$ cat config.mk
export PLATFORM = sky130hd
export DESIGN_NAME = mem_port_arbiter
export DESIGN_NICKNAME = d
export VERILOG_FILES = /design/src/rtl/mem_port_arbiter.sv
export SDC_FILE = /design/constraint.sdc
export NUM_CORES = 1
export LEC_CHECK = 0
export CAP_MARGIN = 20
export CORE_AREA = 8 8 103 105
export DETAILED_ROUTE_END_ITERATION = 10
export DIE_AREA = 0 0 111 113
export MAX_ROUTING_LAYER = met4
export PLACE_DENSITY = 0.73
export REMOVE_ABC_BUFFERS = 1
export SLEW_MARGIN = 40
export SYNTH_ARGS = -nofsm -noshare
export SYNTH_HDL_FRONTEND = slang
export SYNTH_SLANG_ARGS = --single-unit
$ cat constraint.sdc
create_clock -name clk -period 3.2 [get_ports clk]
set_clock_uncertainty 0.2 [all_clocks]
set_input_delay 0.32 -clock clk [delete_from_list [all_inputs] [get_ports clk]]
set_output_delay 0.32 -clock clk [all_outputs]
set_load 0.01 [all_outputs]
$ cat src/rtl/mem_port_arbiter.sv
// Shares one single-port memory between instruction fetch (IF) and load/store (D); one outstanding access.
// Optional response timeout with sticky err is enabled by defining MEM_ARB_TIMEOUT_EN.
module mem_port_arbiter #(
   parameter int STARVE_LIMIT = 4,
   parameter int TIMEOUT      = 64
) (
   input  logic        clk,
   input  logic        reset,
   input  logic        if_req,
   input  logic [31:0] if_addr,
   output logic        if_gnt,
   output logic        if_rvalid,
   output logic [31:0] if_rdata,
   input  logic        d_req,
   input  logic        d_we,
   input  logic [31:0] d_addr,
   input  logic [31:0] d_wdata,
   input  logic [3:0]  d_wstrb,
   output logic        d_gnt,
   output logic        d_rvalid,
   output logic [31:0] d_rdata,
   output logic        mem_req,
   output logic        mem_we,
   output logic [31:0] mem_addr,
   output logic [31:0] mem_wdata,
   output logic [3:0]  mem_wstrb,
   input  logic        mem_gnt,
   input  logic        mem_rvalid,
   input  logic [31:0] mem_rdata,
   output logic        stall,
   output logic        err
);

   typedef enum logic {IDLE, WAIT_RESP} state_t;

   localparam logic        OWN_IF = 1'b0;
   localparam logic        OWN_D  = 1'b1;
   localparam logic [3:0]  LIMIT  = 4'(STARVE_LIMIT);
   localparam logic [31:0] NOP    = 32'h0000_0013;

   state_t      state, state_nxt;
   logic        owner, owner_nxt;
   logic [3:0]  starve_cnt, starve_nxt;
   logic        sel_d, sel_if;
   logic        timeout_hit;
   logic [31:0] resp_data;

   // D wins unless fetch has already been passed over LIMIT times in a row
   assign sel_d  = d_req && ((starve_cnt < LIMIT) || !if_req);
   assign sel_if = if_req && !sel_d;

`ifdef MEM_ARB_TIMEOUT_EN
   logic [15:0] tmo_cnt;

   always_ff @(posedge clk or negedge reset) begin
      if (!reset) begin
         tmo_cnt <= '0;
         err     <= 1'b0;
      end else begin
         tmo_cnt <= (state == WAIT_RESP) ? tmo_cnt + 16'd1 : 16'd0;
         if (timeout_hit) err <= 1'b1;
      end
   end

   // A real response arriving on the deadline cycle takes priority
   assign timeout_hit = (state == WAIT_RESP) && (tmo_cnt == 16'(TIMEOUT - 1)) && !mem_rvalid;
`else
   assign timeout_hit = 1'b0;
   assign err         = 1'b0;
`endif

   always_ff @(posedge clk or negedge reset) begin
      if (!reset) begin
         state      <= IDLE;
         owner      <= OWN_IF;
         starve_cnt <= '0;
      end else begin
         state      <= state_nxt;
         owner      <= owner_nxt;
         starve_cnt <= starve_nxt;
      end
   end

   always_comb begin
      state_nxt  = state;
      owner_nxt  = owner;
      starve_nxt = starve_cnt;
      resp_data  = mem_rvalid ? mem_rdata : NOP;
      if_gnt     = 1'b0;
      if_rvalid  = 1'b0;
      if_rdata   = '0;
      d_gnt      = 1'b0;
      d_rvalid   = 1'b0;
      d_rdata    = '0;
      mem_req    = 1'b0;
      mem_we     = 1'b0;
      mem_addr   = '0;
      mem_wdata  = '0;
      mem_wstrb  = '0;
      stall      = 1'b0;
      // Outputs are held at zero for the whole time reset is asserted
      if (reset) begin
         case (state)
            IDLE: begin
               if (sel_d || sel_if) begin
                  mem_req = 1'b1;
                  if (sel_d) begin
                     mem_we    = d_we;
                     mem_addr  = d_addr;
                     mem_wdata = d_wdata;
                     mem_wstrb = d_wstrb;
                  end else begin
                     mem_addr  = if_addr;
                  end
                  if (mem_gnt) begin
                     if_gnt    = sel_if;
                     d_gnt     = sel_d;
                     owner_nxt = sel_d ? OWN_D : OWN_IF;
                     state_nxt = WAIT_RESP;
                  end
               end
            end
            WAIT_RESP: begin
               if (mem_rvalid || timeout_hit) begin
                  if (owner == OWN_D) begin
                     d_rvalid = 1'b1;
                     d_rdata  = resp_data;
                  end else begin
                     if_rvalid = 1'b1;
                     if_rdata  = resp_data;
                  end
                  state_nxt = IDLE;
               end
            end
            default: state_nxt = IDLE;
         endcase
         stall = (if_req && !if_gnt) || (d_req && !d_gnt) || (state == WAIT_RESP);
         if (!if_req || if_gnt)
            starve_nxt = '0;
         else if (d_gnt && (starve_cnt < LIMIT))
            starve_nxt = starve_cnt + 4'd1;
      end
   end

endmodule

==> results of run 1 <==
cell usage in the layout (no fill, tap or decap), types with 2 or more instances in the layout:
master and instances:
o2111ai_1 32, clkbuf_8 3, nand2_1 37, a32o_1 2
nor2b_1 2, buf_12 2, inv_1 4, dfrtp_1 6
nor3_2 2, and2_1 65, a21boi_0 2, clkdlybuf4s50_1 277
and3_1 39, nand4_1 32, buf_4 9
layout make-up:
| class | instances | area (um^2) |
|---|---|---|
| Timing Repair Buffer | 288 | 2880 |
| Inverter | 5 | 18.8 |
| Multi-Input combinational cell | 226 | 1450 |
| Sequential cell | 6 | 150 |
| Clock buffer | 3 | 41.3 |
| Tap cell | 111 | 139 |
| Fill cell | 829 | 4300 |
how the worst max path moves through the flow:
stage | start | to | slack (ps)
2_1_floorplan | state$_DFFE_PN0P_ | mem_addr[0] | -1140
5_1_grt | reset | if_rdata[0] | 280
4_1_cts | reset | if_rdata[20] | 390
6_report | reset | if_rdata[24] | 430
3_3_place_gp | reset | if_rdata[20] | 420
3_5_place_dp | reset | if_rdata[20] | 390
power groups by stage:
stage	clock network (uW)	registers (uW)	logic, uW
CTS	115	94.5	587
global route	123	96.0	624
finish	112	94.6	581
detailed placement	0	95.5	585
global placement	0	94.8	576
floorplan	0	92.5	182
sequential cells by signal (all words and copies together) (netlist names):
signal      flops
owner           1
state           1
starve_cnt      4
routing by layer:
metal | vias up | global-route usage (%)
li1 | 1522 | -
met1 | 1411 | 17.3
met2 | 168 | 30.8
met3 | 4 | 5.13
met4 | 0 | 3.15
met5 | - | -
logic make-up after synthesis:
group	count (synthesis)	share of synthesized area [%]
AO/OA/AOI/OAI	43	20.5
adder cells (fa/ha/maj)	2	1.24
buffers and inverters	46	12.8
flip-flops	6	8.25
other	1	0.206
AND/OR/NAND/NOR	180	57.0
through the flow:
| step | instances | setup TNS, ps | area (um^2) |
|---|---|---|---|
| final | 639 | 0 | 4680 |
| after global routing | 639 | 0 | 4680 |
| after CTS | 639 | 0 | 4680 |
| after detailed placement | 636 | 0 | 4640 |
| after global placement | 636 | 0 | 4640 |
| after floorplan | 237 | -82630 | 1610 |
worst max-delay path: cells and delay by family:
family                 cells  cell delay [ps]
buffers and inverters      4             1500
AND/OR/NAND/NOR            3              430
==> flow_metrics.env, run 1 <==
export IMPL_status="finished clean"
export IMPL_synth_warnings=0
export IMPL_detail_route_wirelength_met1_um=4440
export IMPL_antenna_found_initial=0
export IMPL_final_max_tran_viols=0
export IMPL_core_area_um2=8980
export IMPL_p_leak_uw=0.00196
export IMPL_final_setup_worst_slack_ps=425
export IMPL_post_route_drc_count=0
export IMPL_topRoutingLayerUsed="met4"
export IMPL_p_int_uw=516
export IMPL_timing_final_hold_violations=0
export IMPL_die_height_um=113
export IMPL_initial_core_util_pct=20.3
export IMPL_post_synth_most_frequent_cells="and2_1 (65), and3_1 (39), nand2_1 (37)"
export IMPL_grt_overflow=0
export IMPL_timing_rr_start="starve_cnt[2]$_DFFE_PN0P_"
export IMPL_combinationalPowerShare_pct=73.8
export IMPL_max_vdd_ir_drop_mv=0.110
export IMPL_dp_worst_setup_slack_ps=393
export IMPL_clock_tree_from_tritoncts="yes"
export IMPL_library_cell_contributing_the_largest_single_delay_on_the_critical_path="clkdlybuf4s50_1"
export IMPL_syn_avg_cell_area_um2=6.55
export IMPL_final_layout_size_suffix_gt1_share_pct=3.98
export IMPL_mean_routed_wirelength_per_cell_um=17.6
export IMPL_hpwl_um=9530
export IMPL_crit_path_max_fanout=33
export IMPL_antenna_cells_inserted=0
export IMPL_numCtsBuffers=3
export IMPL_synth_top_cell_by_area="and2_1"
export IMPL_period_minus_slack_ps=2770
export IMPL_gp_congestion=0.745
export IMPL_cts_clk_slew_worst_paths_ps=40
export IMPL_drt_antenna_violating_nets=0
export IMPL_switching_share_pct=34.5
export IMPL_worstSkewPairLatency_ps=220
export IMPL_holdCritPathClass="primary input to asynchronous set/reset pin"
export IMPL_nets=670
export IMPL_endpoint_kind="output pin"
export IMPL_yosysUniqueCellTypes=29
export IMPL_timing_rr_end="starve_cnt[1]$_DFFE_PN0P_"
export IMPL_layout_worst_path_cycle_share_pct=86.7
export IMPL_totalPowerFinal_uw=788
export IMPL_most_numerous_cell_in_the_yosys_netlist="and2_1"
export IMPL_first_pass_grt_wire_length_um=17000
export IMPL_seq_area_frac_synth_pct=8.25
export IMPL_maxCapViolCount=0
export IMPL_viasPerCell=4.86
export IMPL_yosys_area_top_type_share_pct=22.3
export IMPL_boundaryPins=279
export IMPL_critical_path_max_stage_delay_ps=560
export IMPL_die_area_um2=12500
export IMPL_net_switching_power_uw=272
export IMPL_grtUsageTotal_pct=16.8
export IMPL_met3RoutedLength_um=900
export IMPL_cp_data_required_time_ps=2680
export IMPL_synth_seq_cells=6
export IMPL_worst_pin_slew_ps=645
export IMPL_length_of_the_first_detailed_routing_pass_in_iterations=4
export IMPL_floorplan_rows=35
export IMPL_postLayoutCoreUtil_pct=52.1
export IMPL_fmaxAchievable_mhz=360
export IMPL_synthArstFlopShare_pct=100
export IMPL_number_of_global_route_vias_before_repair=3207
export IMPL_post_cts_buffers=0
export IMPL_critical_path_startpoint_type="primary input"
export IMPL_post_synthesis_cell_area_um2=1820
export IMPL_htreeDepth=1
export IMPL_r2r_cells=4
export IMPL_synth_edff_count=0
export IMPL_power_density_cell_area_nw_per_um2=169
export IMPL_ctsLongestPathBuffers=2
export IMPL_postSynth_topFlopCell="dfrtp_1"
export IMPL_route_final_wire_length_um=11200
export IMPL_drt_initial_drc_count=163
export IMPL_post_synth_main_area_contributors="and2_1 (22%), o2111ai_1 (15%), and3_1 (13%)"
export IMPL_p_clk_share_pct=14.2
export IMPL_port_buffer_count=277
export IMPL_r2r_setup_slack_ps=1540
export IMPL_met2_length_um=5800
export IMPL_setup_violations_final=0
export IMPL_seq_power_share_pct=12.0
export IMPL_die_width_um=111
export IMPL_synth_cells=278
export IMPL_clock_root_buffer="clkbuf_8"
export IMPL_timing_critical_path_cells="clkdlybuf4s50_1 -> buf_4 -> nand2_1 -> nor3_2 -> buf_4 -> and2_1 -> clkdlybuf4s50_1"
export IMPL_area_growth_pct=157
export IMPL_cts_repair_resized=0
export IMPL_hold_ws_ps=229
export IMPL_crit_type="primary input to output pin"
export IMPL_hold_buffers=0
export IMPL_vias=3105
export IMPL_slew_headroom_pct=57.0
export IMPL_cp_arrival_ps=2250
export IMPL_clock_sinks=6
export IMPL_grt_setup_unrepaired="no"
export IMPL_grt_start_max_net_pins=75
(Power assumes the default switching activity.)
==> inputs of run 2 (changes only) <==
--- a/config.mk
+++ b/config.mk
@@ -5,12 +5,12 @@
 export SDC_FILE = /design/constraint.sdc
 export NUM_CORES = 1
 export LEC_CHECK = 0
-export CAP_MARGIN = 20
-export CORE_AREA = 8 8 103 105
+export CAP_MARGIN = 40
+export CORE_AREA = 2 2 108 110
 export DETAILED_ROUTE_END_ITERATION = 10
-export DIE_AREA = 0 0 111 113
+export DIE_AREA = 0 0 110 112
+export GPL_ROUTABILITY_DRIVEN = 0
 export MAX_ROUTING_LAYER = met4
-export PLACE_DENSITY = 0.73
 export REMOVE_ABC_BUFFERS = 1
 export SLEW_MARGIN = 40
 export SYNTH_ARGS = -nofsm -noshare
==> run 2 against run 1 <==
  * Clock power rose by 80%
  * Total power rose by 11%
  * Sequential cell count did not move
  * Register-to-register slack improved by 20 ps
  * Cell area rose by 1.5%
  * Final cell count rose by 5.2%
  * Sequential share of layout area barely moved
  * Maximum frequency rose by 0.70%
  * Sequential power rose by 0.6%
  * Routed wire length fell by 11%
  * Hold slack improved by 15 ps
==> flow_metrics.env, run 2 (same netlist as run 1, synthesis figures left out) <==
export IMPL_most_common_layout_cells="clkdlybuf4s50_1 (277), and2_1 (65), and3_1 (39), nand2_1 (37)"
export IMPL_die_area_um2=12300
export IMPL_vias=3114
export IMPL_grt_most_used_layer="met2"
export IMPL_library_cell_contributing_the_largest_single_delay_on_the_critical_path="clkdlybuf4s50_1"
export IMPL_status="finished clean"
export IMPL_maxCapViolCount=0
export IMPL_fillCellCount=1152
export IMPL_cts_clk_slew_worst_paths_ps=30
export IMPL_hold_ws_ps=244
export IMPL_viasPerCell=4.63
export IMPL_nets=671
export IMPL_mostFrequentLayoutCell="clkdlybuf4s50_1"
export IMPL_drt_antenna_violating_nets=0
export IMPL_gr_usage_met1_pct=15.6
export IMPL_post_route_drc_count=0
export IMPL_setup_violations_final=0
export IMPL_die_width_um=110
export IMPL_route_final_wire_length_um=9960
export IMPL_critical_path_max_stage_delay_ps=670
export IMPL_antenna_cells_inserted=0
export IMPL_switching_share_pct=32.0
export IMPL_crit_type="primary input to output pin"
export IMPL_multi_input_area_um2=1450
export IMPL_length_of_the_first_detailed_routing_pass_in_iterations=4
export IMPL_crit_top_cell="clkdlybuf4s50_1"
export IMPL_fmaxAchievable_mhz=363
export IMPL_post_cts_buffers=0
export IMPL_detailed_place_area_um2=4670
export IMPL_core_area_um2=11200
export IMPL_largestRegisters="starve_cnt: 4 flops, owner: 1 flops, state: 1 flops"
export IMPL_largest_register_ffs=4
export IMPL_combinationalPowerShare_pct=66.1
export IMPL_p_clk_share_pct=23.0
export IMPL_mean_routed_wirelength_per_cell_um=14.8
export IMPL_clock_root_buffer="clkbuf_16"
export IMPL_boundaryPins=279
export IMPL_layout_worst_path_cycle_share_pct=86.1
export IMPL_grt_start_max_net_pins=75
export IMPL_p_int_uw=596
export IMPL_grt_overflow=0
export IMPL_final_max_tran_viols=0
export IMPL_cp_arrival_ps=2240
export IMPL_finalNonFillerCells=672
export IMPL_grt_setup_unrepaired="no"
export IMPL_hold_buffers=0
export IMPL_grtUsageMet3_pct=3.92
export IMPL_cts_repair_resized=0
export IMPL_timing_critical_path_cells="clkdlybuf4s50_1 -> inv_1 -> maj3_1 -> a21boi_0 -> clkdlybuf4s50_1"
export IMPL_endpoint_kind="output pin"
export IMPL_crit_path_max_fanout=7
export IMPL_drt_initial_drc_count=197
export IMPL_number_of_global_route_vias_before_repair=2950
export IMPL_stdcell_area_um2=4750
export IMPL_placedCellCount=669
export IMPL_sequential_cell_area_um2=150
export IMPL_hpwl_um=8060
export IMPL_die_height_um=112
export IMPL_first_pass_grt_wire_length_um=14600
export IMPL_max_vdd_ir_drop_mv=0.172
export IMPL_floorplan_rows=39
export IMPL_seq_power_share_pct=10.9
export IMPL_initial_core_util_pct=16.3
export IMPL_grt_util_met2_pct=28.0
export IMPL_final_layout_size_suffix_gt1_share_pct=4.16
export IMPL_clock_sinks=6
export IMPL_antenna_found_initial=0
export IMPL_timing_final_hold_violations=0
export IMPL_p_leak_uw=0.00197
export IMPL_cp_data_required_time_ps=2680
export IMPL_htreeDepth=1
export IMPL_worstSkewPairLatency_ps=230
export IMPL_critical_path_startpoint_type="primary input"
export IMPL_period_minus_slack_ps=2760
export IMPL_top_register="starve_cnt"
export IMPL_holdCritPathClass="primary input to asynchronous set/reset pin"
export IMPL_ctsLongestPathBuffers=2
export IMPL_grtUsageTotal_pct=15.2
export IMPL_area_growth_pct=161
export IMPL_power_density_cell_area_nw_per_um2=184
export IMPL_numCtsBuffers=3
export IMPL_clock_tree_from_tritoncts="yes"
export IMPL_net_switching_power_uw=280
export IMPL_port_buffer_count=277
[run 2: changes by cell type in the layout (fill, tap and decap cells not counted), sizes merged]
cell  previous run  this run
buf             11        12
[run 2: area by class of cell]
| class | count | area share (%) |
|---|---|---|
| inverters | 5 | 0.395 |
| flip-flops and latches | 6 | 3.16 |
| well taps | 143 | 3.77 |
| clock buffers | 3 | 1.58 |
| multi-input cells | 226 | 30.5 |
| repair buffers | 289 | 60.6 |
[run 2: layer usage]
| layer | vias to the layer above | wire, um | part of all wire, % |
|---|---|---|---|
| met1 | 1398 | 3690 | 37 |
| met3 | 12 | 1120 | 11 |
| met2 | 184 | 4960 | 50 |
| li1 | 1520 | - | - |
| met5 | - | 0 | 0 |
| met4 | 0 | 190 | 1.9 |
[run 2: critical path: cells and delay by family]
| kind | cells | cell delay, ps |
|---|---|---|
| adders and majority gates | 1 | 340 |
| AOI/OAI and AO/OA | 1 | 190 |
| buffers and inverters | 3 | 1380 |
[run 2: per-stage QoR]
step                      worst slack (ps)  utilization (%)  power [uW]  TNS, ps
after CTS                              443             42.5         881        0
after global routing                   309             42.5         930        0
final                                  445             42.5         876        0
after global placement                 489             41.8         670        0
after detailed placement               449             41.8         677        0
after floorplan                      -1140                -         275   -82630
[run 2: worst paths after layout]
check / startpoint / end / slack [ps] / depth (start not counted)
min in group clk: starve_cnt[1]$_DFFE_PN0P_ / starve_cnt[1]$_DFFE_PN0P_ / 300 / 1
setup / recovery: if_req / stall / 440 / 5
hold reg to reg: starve_cnt[1]$_DFFE_PN0P_ / starve_cnt[1]$_DFFE_PN0P_ / 300 / 1
setup reg to reg: starve_cnt[2]$_DFFE_PN0P_ / owner$_DFFE_PN0P_ / 1560 / 4
hold / removal: reset / starve_cnt[1]$_DFFE_PN0P_ / 240 / 2
max in group asynchronous: reset / starve_cnt[0]$_DFFE_PN0P_ / 2430 / 2
[run 2: power by group through the flow]
stage	registers, uW	clock network [uW]	logic, uW
after global routing	96.1	212	622
after global placement	95.2	0	575
after floorplan	92.5	0	182
after CTS	95.1	203	584
after detailed placement	96.0	0	581
final	95.2	202	579
